==> src/rtl/float_pkg.sv <==
`default_nettype none
// ============================================================================
// Package  : float_pkg
// Purpose  : Shared fp32 field widths, packed layout and sequencer states.
// Revision : 1.0 - initial release
// ============================================================================
package float_pkg;

  localparam int         FRAC_W  = 23;
  localparam int         EXP_W   = 8;
  localparam int         MANT_W  = 25;
  localparam logic [7:0] EXP_MAX = 8'hFF;

  typedef struct packed {
    logic              sign;
    logic [EXP_W-1:0]  exp;
    logic [FRAC_W-1:0] frac;
  } fp32_t;

  localparam logic [2:0] ST_IDLE    = 3'd0;
  localparam logic [2:0] ST_ALIGN   = 3'd1;
  localparam logic [2:0] ST_COMPUTE = 3'd2;
  localparam logic [2:0] ST_NORM    = 3'd3;
  localparam logic [2:0] ST_DONE    = 3'd4;

endpackage : float_pkg
`default_nettype wire

==> src/rtl/fp32_unpack.sv <==
`default_nettype none
// ============================================================================
// Module   : fp32_unpack
// Purpose  : Splits an fp32 word into sign, exponent and a 25-bit mantissa
//            {2'b01,frac}; exp==0 is flagged as zero and its mantissa cleared.
// Revision : 1.0 - initial release
// ============================================================================
module fp32_unpack
  import float_pkg::*;
(
  input  logic [31:0]       op_i,
  output logic              sign_o,
  output logic [EXP_W-1:0]  exp_o,
  output logic [MANT_W-1:0] mant_o,
  output logic              zero_o
);

  fp32_t op;

  assign op     = op_i;
  assign zero_o = (op.exp == '0);
  assign sign_o = op.sign;
  assign exp_o  = op.exp;
  assign mant_o = zero_o ? '0 : {2'b01, op.frac};

endmodule : fp32_unpack
`default_nettype wire

==> src/rtl/seq_float_subtractor.sv <==
`default_nettype none
// ============================================================================
// Module   : seq_float_subtractor
// Purpose  : Multi-cycle fp32 subtractor (out = in_a - in_b) with one-bit-per-
//            cycle alignment and normalisation behind valid/ready handshakes.
// Revision : 1.0 - initial release
// ============================================================================
module seq_float_subtractor
  import float_pkg::*;
#(
  parameter int ALIGN_CAP = 25
) (
  input  logic        clk,
  input  logic        rst_n,
  input  logic        in_valid,
  output logic        in_ready,
  input  logic [31:0] in_a,
  input  logic [31:0] in_b,
  output logic        out_valid,
  input  logic        out_ready,
  output logic [31:0] out
);

  localparam int               CNT_W   = $clog2(ALIGN_CAP + 1);
  localparam logic [8:0]       CAP_9   = 9'(ALIGN_CAP);
  localparam logic [CNT_W-1:0] CAP_CNT = CNT_W'(ALIGN_CAP);

  logic              a_sign, b_sign, a_zero, b_zero;
  logic [EXP_W-1:0]  a_exp, b_exp;
  logic [MANT_W-1:0] a_mant, b_mant;

  fp32_unpack u_unpack_a (
    .op_i   (in_a),
    .sign_o (a_sign),
    .exp_o  (a_exp),
    .mant_o (a_mant),
    .zero_o (a_zero)
  );

  fp32_unpack u_unpack_b (
    .op_i   (in_b),
    .sign_o (b_sign),
    .exp_o  (b_exp),
    .mant_o (b_mant),
    .zero_o (b_zero)
  );

  logic [2:0]         state_q, state_d;
  logic               sign_a_q, sign_a_d;
  logic               sign_b_q, sign_b_d;
  logic [MANT_W-1:0]  ma_q, ma_d;
  logic [MANT_W-1:0]  mb_q, mb_d;
  logic               shift_b_q, shift_b_d;
  logic signed [8:0]  exp_q, exp_d;
  logic [CNT_W-1:0]   cnt_q, cnt_d;
  logic [MANT_W-1:0]  sum_q, sum_d;
  logic               sign_q, sign_d;
  logic [31:0]        out_q, out_d;
  logic               out_valid_q, out_valid_d;

  logic               a_ge_b;
  logic [EXP_W-1:0]   exp_diff;
  logic [CNT_W-1:0]   cnt_init;
  logic signed [8:0]  exp_inc;
  logic [31:0]        inf_word;

  assign a_ge_b   = (a_exp >= b_exp);
  assign exp_diff = a_ge_b ? (a_exp - b_exp) : (b_exp - a_exp);
  assign cnt_init = ({1'b0, exp_diff} > CAP_9) ? CAP_CNT : CNT_W'(exp_diff);
  assign exp_inc  = exp_q + 9'sd1;
  assign inf_word = {sign_q, EXP_MAX, {FRAC_W{1'b0}}};

  always_comb begin
    state_d     = state_q;
    sign_a_d    = sign_a_q;
    sign_b_d    = sign_b_q;
    ma_d        = ma_q;
    mb_d        = mb_q;
    shift_b_d   = shift_b_q;
    exp_d       = exp_q;
    cnt_d       = cnt_q;
    sum_d       = sum_q;
    sign_d      = sign_q;
    out_d       = out_q;
    out_valid_d = out_valid_q;

    case (state_q)
      ST_IDLE: begin
        if (in_valid) begin
          sign_a_d  = a_sign;
          sign_b_d  = ~b_sign;
          ma_d      = a_zero ? '0 : a_mant;
          mb_d      = b_zero ? '0 : b_mant;
          shift_b_d = a_ge_b;
          exp_d     = $signed({1'b0, (a_ge_b ? a_exp : b_exp)});
          cnt_d     = cnt_init;
          state_d   = ST_ALIGN;
        end
      end

      ST_ALIGN: begin
        if (cnt_q == '0) begin
          state_d = ST_COMPUTE;
        end else begin
          if (shift_b_q) mb_d = mb_q >> 1;
          else           ma_d = ma_q >> 1;
          cnt_d = cnt_q - CNT_W'(1);
        end
      end

      ST_COMPUTE: begin
        if (sign_a_q == sign_b_q) begin
          sum_d  = ma_q + mb_q;
          sign_d = sign_a_q;
        end else if (ma_q >= mb_q) begin
          sum_d  = ma_q - mb_q;
          sign_d = sign_a_q;
        end else begin
          sum_d  = mb_q - ma_q;
          sign_d = sign_b_q;
        end
        state_d = ST_NORM;
      end

      ST_NORM: begin
        // The result word is formed on the edge that leaves NORM, so the
        // final right shift / exponent bump never needs its own cycle.
        if (sum_q == '0) begin
          out_d       = 32'h0000_0000;
          out_valid_d = 1'b1;
          state_d     = ST_DONE;
        end else if (sum_q[24]) begin
          out_d       = (exp_q >= 9'sd254) ? inf_word
                                           : {sign_q, exp_inc[7:0], sum_q[23:1]};
          out_valid_d = 1'b1;
          state_d     = ST_DONE;
        end else if (sum_q[23]) begin
          out_d       = (exp_q >= 9'sd255) ? inf_word
                                           : {sign_q, exp_q[7:0], sum_q[22:0]};
          out_valid_d = 1'b1;
          state_d     = ST_DONE;
        end else if (exp_q <= 9'sd1) begin
          out_d       = 32'h0000_0000;
          out_valid_d = 1'b1;
          state_d     = ST_DONE;
        end else begin
          sum_d = sum_q << 1;
          exp_d = exp_q - 9'sd1;
        end
      end

      ST_DONE: begin
        if (out_ready) begin
          out_valid_d = 1'b0;
          state_d     = ST_IDLE;
        end
      end

      default: begin
        state_d     = ST_IDLE;
        out_valid_d = 1'b0;
      end
    endcase
  end

  always_ff @(posedge clk or negedge rst_n) begin
    if (!rst_n) begin
      state_q     <= ST_IDLE;
      sign_a_q    <= 1'b0;
      sign_b_q    <= 1'b0;
      ma_q        <= '0;
      mb_q        <= '0;
      shift_b_q   <= 1'b0;
      exp_q       <= '0;
      cnt_q       <= '0;
      sum_q       <= '0;
      sign_q      <= 1'b0;
      out_q       <= 32'h0000_0000;
      out_valid_q <= 1'b0;
    end else begin
      state_q     <= state_d;
      sign_a_q    <= sign_a_d;
      sign_b_q    <= sign_b_d;
      ma_q        <= ma_d;
      mb_q        <= mb_d;
      shift_b_q   <= shift_b_d;
      exp_q       <= exp_d;
      cnt_q       <= cnt_d;
      sum_q       <= sum_d;
      sign_q      <= sign_d;
      out_q       <= out_d;
      out_valid_q <= out_valid_d;
    end
  end

  assign in_ready  = (state_q == ST_IDLE);
  assign out_valid = out_valid_q;
  assign out       = out_q;

endmodule : seq_float_subtractor
`default_nettype wire

==> config.mk <==
export PLATFORM = sky130hd
export DESIGN_NAME = seq_float_subtractor
export DESIGN_NICKNAME = d
export VERILOG_FILES = /design/src/rtl/float_pkg.sv /design/src/rtl/fp32_unpack.sv /design/src/rtl/seq_float_subtractor.sv
export SDC_FILE = /design/constraint.sdc
export NUM_CORES = 1
export LEC_CHECK = 0
export BUFFER_PORTS_ARGS = -buffer_cell sky130_fd_sc_hd__buf_2
export CAP_MARGIN = 25
export CORE_ASPECT_RATIO = 1.25
export CORE_MARGIN = 1.5
export CORE_UTILIZATION = 55
export CTS_CLUSTER_SIZE = 10
export DETAILED_ROUTE_END_ITERATION = 10
export HOLD_SLACK_MARGIN = 0.02
export PLACE_DENSITY = 0.78
export SYNTH_ARGS = -nofsm -noshare
export SYNTH_HDL_FRONTEND = slang
export SYNTH_SLANG_ARGS = --single-unit
==> constraint.sdc <==
create_clock -name clk -period 3.3 [get_ports clk]
set_clock_uncertainty 0.15 [all_clocks]
set_input_delay 0.33 -clock clk [delete_from_list [all_inputs] [get_ports clk]]
set_output_delay 0.33 -clock clk [all_outputs]
set_load 0.005 [all_outputs]
**Word level (Yosys, flattened, before mapping)**

Index checks and enable logic that the tools add are counted.

- Add/subtract/negate cells: 8
- Order comparisons: 6
- Eq/ne operators: 16
- Muxes and demuxes: 51
- Bitwise logic cells: 2
- Reductions and logical operators: 21

Operators by type and width:

| kind | number |
|---|---|
| $mux W25 | 10 |
| $pmux W25 S2 | 3 |
| $mux W32 | 4 |
| $mux W24 | 4 |
| $mux W31 | 2 |
| $sub A25 B25 Y25 | 2 |
| $mux W9 | 5 |
| $add A25 B25 Y25 | 1 |
| $ge A25 B25 Y1 | 1 |
| $logic_not A25 Y1 | 1 |
| $mux W3 | 7 |
| $ne A2 B2 Y1 const B | 10 |
| $ge A9 B9 Y1 const B | 2 |
| $pmux W9 S2 | 1 |
| $logic_not A8 Y1 | 2 |
| $mux W8 | 2 |
| $sub A8 B8 Y8 | 2 |
| $mux W5 | 3 |
| $pmux W3 S5 | 1 |
| $reduce_and A4 Y1 | 3 |
| $pmux W5 S2 | 1 |
| $le A9 B2 Y1 const B | 1 |
| $reduce_and A3 Y1 | 3 |
| $sub A9 B2 Y9 const B | 1 |
| 20 further kinds | 32 |

- Register bits: 129
- Bits of input ports: 68
- Logic and storage cells: 118

**Logic depth before layout (Yosys ltp)**

- Depth after elaboration: 6
- Mapped depth: 14
- Mapped depth without buffers: 12

**Hierarchy**

Synthesis repeated with hierarchy kept, for this count alone.

- Cells, all modules: 1517
- Area, all modules: 12035.3 µm²

Modules (own cells, without submodules):

| module | times used | cells each | area each (µm²) |
|---|---|---|---|
| seq_float_subtractor | 1 | 1433 | 11319.6 |
| fp32_unpack | 2 | 42 | 357.8 |

**Least setup slack after synthesis**

OpenSTA, ideal clock, no wires.

- Path kind: input to register
- From: in in_a[23]
- To: reg cnt_q[2]
- Library setup time: 0.126 ns
- Arrival: 2.837 ns
- Setup slack: 0.187 ns
- Cell stages on the path: 12
- Buffers on the path: 1
- Cells stage by stage: inv_1 ha_1 fa_1 nor2b_1 o21ai_1 a311oi_1 nor2_2 buf_2 o31ai_1 xor2_1 o31a_1 a221o_1

- Cells in the longest elaborated chain, start to end: 6
- Elaborated cells on any way between the ends: 8
- Those cells by class: add/sub (2); order compare (2); mux (4)

RTL lines:

| item | RTL line | text |
|---|---|---|
| start: declaration | seq_float_subtractor.sv:17 | `input logic [31:0] in_a,` |
| $sub A8 B8 Y8 or $ge A8 B8 Y1 (tied branches) | seq_float_subtractor.sv:68, seq_float_subtractor.sv:67 |  |
| $mux W8 * | seq_float_subtractor.sv:68 | `assign exp_diff = a_ge_b ? (a_exp - b_exp) : (b_exp - a_exp);` |
| $gt A8 B5 Y1 | seq_float_subtractor.sv:69 | `assign cnt_init = ({1'b0, exp_diff} > CAP_9) ? CAP_CNT : CNT_W'(exp_diff);` |
| $mux W5 * | seq_float_subtractor.sv:69 |  |
| $mux W5 * | seq_float_subtractor.sv:89 | `if (in_valid) begin` |
| $pmux W5 S2 * | seq_float_subtractor.sv:87 | `case (state_q)` |
| end signal: assignment | seq_float_subtractor.sv:188 | `cnt_q <= cnt_d;` |
| end: declaration | seq_float_subtractor.sv:55 | `logic [CNT_W-1:0] cnt_q, cnt_d;` |

Mark *: on every way between the ends. The rest lies on a longest branch, timed or not. The select of a mux whose other input is x is not followed.
A chain may end at the register's enable or synchronous reset.

**Final worst setup path**

- From: reg ma_q[3]
- To: reg sum_q[21]

- Cells in the longest elaborated chain, start to end: 4
- Elaborated cells on any way between the ends: 7
- Those cells by class: add/sub (3); order compare (1); mux (3)

RTL lines:

| item | RTL line | text |
|---|---|---|
| start: declaration | seq_float_subtractor.sv:51 | `logic [MANT_W-1:0] ma_q, ma_d;` |
| start signal: assignment | seq_float_subtractor.sv:184 | `ma_q <= ma_d;` |
| $sub A25 B25 Y25 (tied with other cells) | seq_float_subtractor.sv:119 | `sum_d = mb_q - ma_q;` |
| $mux W25 | seq_float_subtractor.sv:115 | `end else if (ma_q >= mb_q) begin` |
| $mux W25 * | seq_float_subtractor.sv:112 | `if (sign_a_q == sign_b_q) begin` |
| $pmux W25 S2 * | seq_float_subtractor.sv:87 |  |
| end signal: assignment | seq_float_subtractor.sv:189 | `sum_q <= sum_d;` |
| end: declaration | seq_float_subtractor.sv:56 | `logic [MANT_W-1:0] sum_q, sum_d;` |

Mark *: on every way between the ends. The rest lies on a longest branch, timed or not.

==> impl_metrics.ini <==
[grt]
grt_first_pass_wirelength_microns = 54700
grt_use_total_pct = 33.2
overflow = 0
grt_max_degree = 56
antenna_found_initial = 0
grt_pass1_vias = 10833

[timing]
slew_headroom_pct = 52.4
fmax_ghz = 0.312
fin_crit_sh_pct = 97.1
worst_slew_pin_slew_ps = 714
slew_viol_final = 0
hold_viol = 0
min_period_ps = 3200
setup_tns_ps = 0
final-setup-viol-count = 0

[route]
ant_nets = 0
wl_per_cell_microns = 18.6
first_pass_iters = 6
dr_total_vias = 11198
drtIter0Drc = 1086
viasPerCell = 6.11
drcViolationCount = 0
wl_microns = 34000

[power_and_ir_drop]
p_sw_share_pct = 50.5
p_switching_mw = 8.79
power_frac_comb_pct = 71.8
cellInternalPower_mw = 8.61
power_mw = 17.4
p_clk_share_pct = 11.3
p_per_area_mw_per_mm2 = 1300
peakVddDrop_mv = 0.795
seqPwrFrac_pct = 16.9
p_leak_nw = 6.45

[die]
rows = 57
ios = 102
coreArea_sq_mm = 0.0193
die_area_sq_mm = 0.0205
die_h_microns = 160
die_w_microns = 128
initial_core_util_pct = 55.8

[critical_path]
crit_required_ps = 3460
cpMostUsedCell = o21a_1
critPathBufInv = 2
cp.arrival_ps = 3360
cpPeakStageDelay_ps = 460
cp-end-kind = register
start_kind = register
r2r-start = ma_q[3]
crit_family = compound AO/OA/AOI/OAI gates
path_cells = inv_1 -> ha_1 -> buf_4 -> o21a_1 -> o31ai_2 -> and2_1 -> o311a_1 -> o21a_1 -> o211a_1 -> o41ai_2 -> o31a_1 -> o21ai_1
critPathLaunch = ma_q[3]
critPathKind = reg2reg
critical-path-slowest-cell = o41ai_2
critical_path.max_fanout = 7

[layout]
antennaDiodeCount = 0
drive_gt1_share_pct = 21.4
nNetsFinal = 1721
fillers = 1598
finish.utilization_pct = 69.2
syn_to_final_growth_pct = 23.9

[cts]
cts_max_level = 4
cts_inserted_buffers = 17
cts-root-buf = clkbuf_16
cts_sinks = 127
cts_tree = yes
path_clk_slew_ps = 60
insertion_delay_ps = 430
clockBufferDepth = 2

[logic_synthesis]
yosysUniqueCellTypes = 79
yosysSeqAreaShare_pct = 29.4
synth_edf_count = 0
synth-seq-cells = 127
synthTopCellsByCount = a21oi_1 (181), nand2_1 (129), dfrtp_1 (127), nor2_1 (103), inv_1 (98)
synth_top_area_share_pct = 29.4
synthArstFlopShare_pct = 100
ys_dominant_reg_cell = dfrtp_1
synth_most_common_cell = a21oi_1
yosys.area.top_type = dfrtp_1
synthCells = 1355
syn_avg_cell_area_sq_um = 7.97
synth_area_sq_mm = 0.0108
synth_top_cells_by_area = dfrtp_1 (29%), ha_1 (11%), a21oi_1 (8.4%), nand2_1 (4.5%), nor2_1 (3.6%)
yosysWarnings = 0
syn-num-nets = 1522

[status]
status = complete, no violations

[placed_design]
gp_congestion = 1.00
dpl.hpwl_microns = 25700
portBuffers = 101

[worst_hold_path]
hp-class = in2reg
min-delay-start = in_b[21]

[run]
cap_viol_max_count = 0
==> sequential cells by signal, summed over array words and instances, names as in the netlist <==
| name | cells |
|---|---|
| sign_b_q | 1 |
| state_q | 3 |
| shift_b_q | 1 |
| out | 32 |
| cnt_q | 5 |
| mb_q | 24 |
| exp_q | 9 |
| sign_q | 1 |
| sign_a_q | 1 |
| out_valid | 1 |
| ma_q | 24 |
| sum_q | 25 |
==> cells by family after synthesis <==
logic type	synth area share (%)
adders and majority gates	11.8
xor gates and xnor gates	2.52
muxes	2.64
and+or+nand+nor	16.5
buffers and inverters	6.91
AOI/OAI and AO/OA	30.2
DFF	29.4
==> path summary, 6_finish.rpt <==
| path | to | slack (ps) | depth (start not counted) |
|---|---|---|---|
| min in group asynchronous | exp_q[4] | 330 | 2 |
| hold / removal | mb_q[21] | 40 | 3 |
| max in group asynchronous | ma_q[9] | 1720 | 3 |
| hold reg to reg | out[22] | 310 | 2 |
| setup / recovery | sum_q[21] | 100 | 12 |
| setup reg to reg | sum_q[21] | 100 | 12 |
==> what timing repair did <==
action / CTS / global route
hold buffers: 13 / 0
endpoints found under the hold margin: 61 / 0
pin swaps: 0 / 5
endpoints found under the setup margin: 2 / 17
setup buffers: 0 / 11
gates resized for setup: 2 / 28
gates cloned: 0 / 1
==> power groups by stage <==
stage | registers, mW | logic (mW) | clock network (mW)
after detailed placement | 2.93 | 11.7 | 0
final | 2.93 | 12.5 | 1.96
after floorplan | 2.80 | 7.65 | 0
after global placement | 2.90 | 11.5 | 0
after global routing | 3.01 | 13.6 | 2.05
after CTS | 2.91 | 11.8 | 1.98
==> metrics by stage <==
step / instance area (sq um) / std cells / hold slack (ps) / setup WS (ps)
after floorplan: 10800 / 1355 / -116 / 187
after global placement: 12400 / 1775 / 252 / 23.6
after detailed placement: 12400 / 1775 / 257 / -56.4
after CTS: 13100 / 1820 / 25.2 / 42.2
after global routing: 13400 / 1832 / 41.1 / -9.47
final: 13400 / 1832 / 35.7 / 95.4
==> per-layer routing <==
metal  up-vias  part of all wire (%)  GRT usage, %
li1       5321                     -             -
met1      5322                    40          41.1
met2       450                    50          57.0
met3       105                   5.3          4.32
met4         0                   4.4          15.4
met5         -                     0             0
==> worst register-to-register path, stage by stage, from the launching register on <==
cell,delay (ps)
dfrtp_2,410
inv_1,50
ha_1,310
buf_4,160
o21a_1,150
o31ai_2,110
and2_1,170
o311a_1,390
o21a_1,190
o211a_1,260
o41ai_2,460
o31a_1,210
o21ai_1,70
==> final cells by class <==
class	count	area, sq um	share of cell area (%)
Clock buffer	18	439	3.28
Clock inverter	14	170	1.27
Inverter	98	368	2.75
Multi-Input combinational cell	1043	7070	52.9
Sequential cell	127	3180	23.8
Tap cell	265	332	2.48
Timing Repair Buffer	267	1810	13.5
==> layout by cell type (no fill, tap or decap), types with 32 or more instances in the layout <==
| master | count |
|---|---|
| buf_2 | 100 |
| a21oi_1 | 179 |
| inv_1 | 96 |
| nand2_1 | 129 |
| dfrtp_1 | 125 |
| buf_4 | 152 |
| ha_1 | 89 |
| nor2_1 | 102 |
| o21ai_0 | 69 |
| o31ai_1 | 32 |
| a22oi_1 | 49 |
No activity file was read; power rests on OpenSTA's default activity.
